$ cat src/rtl/bsg_flow_credit_pkg.sv
// Shared definitions for the credit-based flow-control sender and receiver counters.
package bsg_flow_credit_pkg;

  localparam int unsigned els_default_lp = 64;

  // Counter width able to hold every value 0..els inclusive.
  function automatic int unsigned credit_cw_f(input int unsigned els);
    return $clog2(els + 1);
  endfunction

  localparam int unsigned cw_default_lp = credit_cw_f(els_default_lp);

  typedef logic [cw_default_lp-1:0] credit_count_t;

endpackage

$ cat src/rtl/bsg_counter_up_down_sat.sv
// Up-by-constant / down-by-one counter that saturates at max_val_p and never wraps below zero.
module bsg_counter_up_down_sat
  import bsg_flow_credit_pkg::*;
#(
  parameter int unsigned max_val_p  = els_default_lp,
  parameter int unsigned init_val_p = max_val_p,
  parameter int unsigned up_step_p  = 1,
  parameter int unsigned width_p    = credit_cw_f(max_val_p)
) (
  input  logic               clk_i,
  input  logic               reset_n_i,
  input  logic               up_i,
  input  logic               down_i,
  output logic [width_p-1:0] count_o,
  output logic               overflow_o
);

  localparam logic [width_p:0] step_lp = (width_p + 1)'(up_step_p);
  localparam logic [width_p:0] max_lp  = (width_p + 1)'(max_val_p);
  localparam logic [width_p:0] init_lp = (width_p + 1)'(init_val_p);

  logic [width_p-1:0] count_q, count_d;
  logic [width_p:0]   sum;
  logic               dec;

  // One extra bit so a full counter plus a step can be seen as exceeding max.
  always_comb begin
    dec        = down_i && (count_q != '0);
    sum        = {1'b0, count_q} + (up_i ? step_lp : '0) - {{width_p{1'b0}}, dec};
    overflow_o = sum > max_lp;
    count_d    = overflow_o ? max_lp[width_p-1:0] : sum[width_p-1:0];
  end

  always_ff @(posedge clk_i or negedge reset_n_i) begin
    if (!reset_n_i) count_q <= init_lp[width_p-1:0];
    else            count_q <= count_d;
  end

  assign count_o = count_q;

endmodule

$ cat src/rtl/bsg_flow_credit_sender.sv
// Credit-based flow-control sender: launches data while credits are held, refills on token_i.
// Define BSG_FLOW_CREDIT_ERROR_CHECK_EN to build the sticky overflow error flag.
module bsg_flow_credit_sender
  import bsg_flow_credit_pkg::*;
#(
  parameter  int unsigned els_p                  = els_default_lp,
  parameter  int unsigned lg_credit_decimation_p = 0,
  localparam int unsigned cw_lp                  = credit_cw_f(els_p)
) (
  input  logic             clk_i,
  input  logic             reset_n_i,
  input  logic             v_i,
  output logic             ready_o,
  output logic             v_o,
  input  logic             token_i,
  output logic [cw_lp-1:0] credit_count_o,
  output logic             idle_o,
  output logic             error_o
);

  localparam int unsigned token_val_lp = 1 << lg_credit_decimation_p;

  if ((els_p == 0) || ((els_p % token_val_lp) != 0)) begin : g_bad_cfg
    $error("els_p must be a nonzero multiple of 2**lg_credit_decimation_p");
  end

  logic [cw_lp-1:0] count;
  logic             send;
  logic             ovf;

  bsg_counter_up_down_sat #(
    .max_val_p (els_p),
    .init_val_p(els_p),
    .up_step_p (token_val_lp),
    .width_p   (cw_lp)
  ) u_count (
    .clk_i     (clk_i),
    .reset_n_i (reset_n_i),
    .up_i      (token_i),
    .down_i    (send),
    .count_o   (count),
    .overflow_o(ovf)
  );

  // ready_o comes from the register alone; reset also gates v_o combinationally.
  assign ready_o        = (count != '0);
  assign send           = v_i & ready_o & reset_n_i;
  assign v_o            = send;
  assign credit_count_o = count;
  assign idle_o         = (count == cw_lp'(els_p));

`ifdef BSG_FLOW_CREDIT_ERROR_CHECK_EN
  logic error_q, error_d;

  always_comb error_d = error_q | ovf;

  always_ff @(posedge clk_i or negedge reset_n_i) begin
    if (!reset_n_i) begin
      error_q <= 1'b0;
    end else begin
      error_q <= error_d;
      if (ovf) $error("bsg_flow_credit_sender: credit overflow");
    end
  end

  assign error_o = error_q;
`else
  logic unused_ovf;
  assign unused_ovf = ovf;
  assign error_o    = 1'b0;
`endif

endmodule

$ cat config.mk
export PLATFORM = sky130hd
export DESIGN_NAME = bsg_flow_credit_sender
export DESIGN_NICKNAME = d
export VERILOG_FILES = /design/src/rtl/bsg_flow_credit_pkg.sv /design/src/rtl/bsg_counter_up_down_sat.sv /design/src/rtl/bsg_flow_credit_sender.sv
export SDC_FILE = /design/constraint.sdc
export NUM_CORES = 1
export LEC_CHECK = 0
export BUFFER_PORTS_ARGS = -buffer_cell sky130_fd_sc_hd__buf_2
export CAP_MARGIN = 15
export CORE_MARGIN = 8
export CORE_UTILIZATION = 40
export CTS_BUF_LIST = sky130_fd_sc_hd__clkbuf_8
export CTS_CLUSTER_DIAMETER = 50
export DETAILED_ROUTE_END_ITERATION = 12
export GPL_TIMING_DRIVEN = 0
export PLACE_DENSITY = 0.73
export SYNTH_ARGS = -nofsm -noshare
export SYNTH_HDL_FRONTEND = slang
export SYNTH_SLANG_ARGS = --single-unit
$ cat constraint.sdc
create_clock -name clk_i -period 3.3 [get_ports clk_i]
set_input_delay 0.165 -clock clk_i [delete_from_list [all_inputs] [get_ports clk_i]]
set_output_delay 0.165 -clock clk_i [all_outputs]
set_load 0.05 [all_outputs]
# Word-level counts from Yosys, hierarchy flattened
# Cells that the tools add are included.
# totals
memories,0
reg_bits,7
romBits,0
output_inout_bits,11
input_bits,4
ram_bits,0
latch_bits,0
# op_classes
n_addsub,2
div,0
mul,0
muxes,2
n_shift,0
n_reduce_logical,2
bitwise_logic,2
order_cmp,1
n_eq_ne,1
# ops
operator,count
adder 7 x 8 -> 8 bit,1
"> comparator 8 x 7 -> 1 bit, second input constant",1
subtractor 8 x 1 -> 8 bit,1
"equality test 7 bit, second input constant",1
2-to-1 mux 7 bit,1
nonzero test 7 bit,1
bitwise AND 1 bit,2
logical AND 1 bit,1
2-to-1 mux 1 bit,1

# Logic depth before layout (Yosys ltp)
# depth
depth_word,7
ltp_mapped,14
ltp_nobuf,14

# By module
# A second synthesis with hierarchy kept.
# unflattened
hier_cells,73
hier_area_um2,690.7
# modules_own_cells
mod,cells_each,n_inst,area_each_um2
bsg_counter_up_down_sat,64,1,639.4
bsg_flow_credit_sender,9,1,51.3

# Least setup slack after synthesis
# No wires, ideal clock.
# synth_path
path_kind,flip-flop to flip-flop
start,reg u_count.count_q[4] (netlist: u_count.count_o[4])
end,reg u_count.count_q[0] (netlist: u_count.count_o[0])
synth_period_minus_slack_ns,3.792
n_path_buf,0
slack_ns,-0.492
setup_time_ns,0.139
stages_incl_launch_ff,15
arrival_time_ns,3.653
t_required_ns,3.161
cell_sequence,dfrtp_1 -> inv_1 -> ha_1 -> nand2_1 -> or4_1 -> and3_1 -> ha_1 -> inv_1 -> ha_1 -> fa_1 -> a211o_1 -> a31oi_1 -> o21bai_1 -> xor2_1 -> nor3b_1
# synth_via
elab_chain_len,7
elab_cells_between_ends,8
# synth_lines
element,line_no,text
"start, declared",bsg_counter_up_down_sat.sv:22,"logic [width_p-1:0] count_q, count_d;"
"start signal, assigned",bsg_counter_up_down_sat.sv:35,if (!reset_n_i) count_q <= init_lp[width_p-1:0];
"start signal, assigned",bsg_counter_up_down_sat.sv:36,else count_q <= count_d;
nonzero test 7 bit (*),bsg_flow_credit_sender.sv:46,assign ready_o = (count != '0);
net ready_o,bsg_flow_credit_sender.sv:13,"output logic ready_o,"
bitwise AND 1 bit (2 in a row),bsg_flow_credit_sender.sv:47,assign send = v_i & ready_o & reset_n_i;
logical AND 1 bit (*),bsg_counter_up_down_sat.sv:28,dec = down_i && (count_q != '0);
subtractor 8 x 1 -> 8 bit (*),bsg_counter_up_down_sat.sv:29,"sum = {1'b0, count_q} + (up_i ? step_lp : '0) - {{width_p{1'b0}}, dec};"
> comparator 8 x 7 -> 1 bit,bsg_counter_up_down_sat.sv:30,overflow_o = sum > max_lp;
2-to-1 mux 7 bit (*),bsg_counter_up_down_sat.sv:31,count_d = overflow_o ? max_lp[width_p-1:0] : sum[width_p-1:0];
net u_count.count_d[0],bsg_counter_up_down_sat.sv:22,
# Mark *: on every way through the listed nets, which the timed path passes. The rest lies on a longest branch.

# Worst setup path in the final report
# layout_path
start,reg u_count.count_q[2] (netlist: u_count.count_o[2])
end,reg u_count.count_q[6] (netlist: u_count.count_o[6])
# layout_via
elab_chain_len,7
elab_cells_between_ends,8
# layout_lines
element,line_no
"parallel branches: the longest is 4 deep, another holds adder 7 x 8 -> 8 bit",--
subtractor 8 x 1 -> 8 bit (*),bsg_counter_up_down_sat.sv:29
> comparator 8 x 7 -> 1 bit,bsg_counter_up_down_sat.sv:30
2-to-1 mux 7 bit (*),bsg_counter_up_down_sat.sv:31
net u_count.count_d[6],bsg_counter_up_down_sat.sv:22
# Mark *: on every way through the listed nets, which the timed path passes.

==> tab_implementation.tex <==
\begin{tabular}{lr}
\hline
Metric & Value \\
\hline
\multicolumn{2}{l}{\textbf{STA}} \\
Final count of hold timing violations & 0 \\
Timing-limited maximum frequency & 311 MHz \\
Hold Slack & 312 ps \\
Share of the cycle needed by the critical path after routing & 0.976 \\
Final setup violation count & 0 \\
Sum Neg Setup Slack & 0 ps \\
Time the final worst path needs with I/O delays and setup & 3220 ps \\
Worst Clk Skew & 2.79 ps \\
Setup repair after global routing missed its margin & true \\
Max-slew violation count & 0 \\
\multicolumn{2}{l}{\textbf{Cells and area}} \\
Fraction of final layout cells with drive strength greater than 1 & 0.517 \\
Largest register FFs & 7 \\
Fill cells & 119 \\
Most common cell after layout, fill and taps aside & buf\_2 \\
Final nets & 103 \\
Top library cells by usage in the layout, fill and taps aside & 13 x buf\_2, 7 x ha\_1, 6 x buf\_4 \\
Final core utilization & 0.579 \\
Layout Cells excl Fill & 103 \\
Synth-to-layout area growth & 38.9\% \\
Final antenna diode count & 0 \\
\multicolumn{2}{l}{\textbf{Critical path}} \\
Critical path data required time & 3440 ps \\
Max Fanout on Critical Path & 7 \\
Setup Crit Path Kind & reg -> reg \\
Capturing element type of the critical path & register \\
Element type at the critical path start & register \\
CP arrival & 3360 ps \\
\multicolumn{2}{l}{\textbf{Detailed routing}} \\
Final Routed Wirelength & 1540 um \\
Detailed Routing Iterations Pass 1 & 4 \\
Antenna-violating nets left & 0 \\
Detailed Route Iter0 Violations & 5 \\
Via density & 5.16 \\
DRC viols & 0 \\
Detailed-route wire length per cell & 14.9 um \\
Via count of the routed design & 531 \\
\multicolumn{2}{l}{\textbf{Synth}} \\
Cell taking the most area after synthesis & dfrtp\_1 \\
Mapped Nets & 79 \\
Synth area leaders & dfrtp\_1 24\%, ha\_1 20\%, xnor2\_1 5.6\%, inv\_1 5.4\%, dfstp\_2 4.2\% \\
Number of flops mapped to enable cells by yosys & 0 \\
Register area share after synthesis & 0.284 \\
Synth Warn \# & 0 \\
Top cell type's share of synthesized area & 0.242 \\
Synthesized area per cell & 9.70 sq um \\
Number of distinct library cell variants in the gate-level netlist after synthesis & 30 \\
Dominant synthesized flop cell & dfrtp\_1 \\
Proportion of synthesized flip-flops having asynchronous set or reset & 1.00 \\
Number of cells produced by synthesis & 64 \\
Cell area after synthesis & 621 sq um \\
Seq cells post-synth & 7 \\
\multicolumn{2}{l}{\textbf{Placed design}} \\
Final Wtd Congestion & 0.777 \\
Number of port buffers & 13 \\
Total instance count after detailed placement & 93 \\
HPWL after DPL & 1170 um \\
\multicolumn{2}{l}{\textbf{Floorplanning}} \\
Io pins & 15 \\
Overall die area & 3070 sq um \\
Floorplan Core Area & 1490 sq um \\
Width of the die & 55.4 um \\
Floorplan die height & 55.4 um \\
Number of placement rows & 14 \\
Initial core utilization & 0.417 \\
\multicolumn{2}{l}{\textbf{Clock network}} \\
Clock tree buffer depth & 2 \\
Sink Count & 7 \\
CTS tree & done \\
Clock input transition at the sequential cells of the worst setup and hold paths & 40 ps \\
Number of H-tree levels & 1 \\
Number of CTS-inserted buffers & 3 \\
Clock network latency to the later pin of the worst-skew pair & 220 ps \\
CTS root buffer & clkbuf\_8 \\
\multicolumn{2}{l}{\textbf{Global route}} \\
Global-route wire length before repair & 2400 um \\
Sum of overflow across all layers after global routing & 0 \\
Maximum number of pins on one net before global-route repair & 10 \\
Global routing usage summed across all routing layers & 0.0912 \\
Number of antenna violations at the first check in global routing & 0 \\
Via count of the first global-routing pass & 564 \\
\multicolumn{2}{l}{\textbf{Run status}} \\
Status & finished, final reports clean \\
\multicolumn{2}{l}{\textbf{Job}} \\
Maximum Capacitance Violations & 0 \\
\multicolumn{2}{l}{\textbf{Worst hold path}} \\
Hold crit path type & in -> async \\
\hline
\end{tabular}
## worst paths after layout
path | slack [ps] | from | endpoint | cells past startpoint
max | 80 | u_count.count_o[2] | u_count.count_o[6] | 14
min | 310 | reset_n_i | u_count.count_o[0] | 2
max reg2reg | 80 | u_count.count_o[2] | u_count.count_o[6] | 14
min reg2reg | 830 | u_count.count_o[5] | u_count.count_o[5] | 4
max in group asynchronous | 2750 | reset_n_i | u_count.count_o[6] | 2
min in group clk_i | 400 | token_i | u_count.count_o[0] | 3
## layout make-up
type                    count  area (sq um)  area share
clock buffers               3          41.3      0.0479
well taps                  16          20.0      0.0232
plain buffers               1          7.51     0.00871
repair buffers             19           113       0.131
multi-input cells          47           462       0.536
flip-flops and latches      7           181       0.210
clock inverters             1          3.75     0.00435
inverters                   9          33.8      0.0392
## layer usage
| metal | up-vias | part of all wire | global-route usage | wire length, um |
|---|---|---|---|---|
| li1 | 265 | - | - | - |
| met4 | 0 | 0 | 0.0387 | 0 |
| met3 | 0 | 0.026 | 0.0183 | 40 |
| met5 | - | 0 | 0 | 0 |
| met1 | 261 | 0.39 | 0.0845 | 598 |
| met2 | 5 | 0.58 | 0.183 | 897 |
## worst max-delay path, stage by stage, from the launching register on
cell,delay [ps]
dfrtp_2,410
inv_2,90
ha_4,140
nand2_2,50
or4_4,420
and3_4,170
ha_4,250
inv_2,30
ha_4,150
fa_2,350
a211o_1,300
a31oi_1,190
o21bai_1,110
xor2_2,200
or2_1,260
## synthesized netlist by cell type, drive strengths merged, types with 2 or more instances
cell,n
nand2,3
nor2b,2
and3,2
a21oi,3
inv,9
ha,10
xnor2,4
nor3,4
dfrtp,6
nor3b,3
## what timing repair did
| action | 4_1_cts | 5_1_grt |
|---|---|---|
| resized for setup | 0 | 6 |
| setup buffers | 0 | 5 |
| hold buffers | 1 | 0 |
| hold endpoints to repair | 7 | 0 |
| setup endpoints to repair | 0 | 7 |
## stage by stage
step	cell area (sq um)	setup slack, ps
after global placement	732	82.7
after global routing	862	-56.0
after floorplan	647	-46.4
final	862	80.2
after CTS	787	43.9
after detailed placement	732	63.0
## cells by family after synthesis
kind of cell             share of synthesized area
adder cells (fa/ha/maj)                      0.234
AND/OR/NAND/NOR                              0.204
XOR/XNOR                                    0.0706
flip-flops                                   0.284
AO/OA/AOI/OAI                                0.135
buffers and inverters                       0.0665
other                                      0.00604
Power is not shown: default switching activity piles up to over one toggle a cycle in this logic, so the estimate is an artifact.
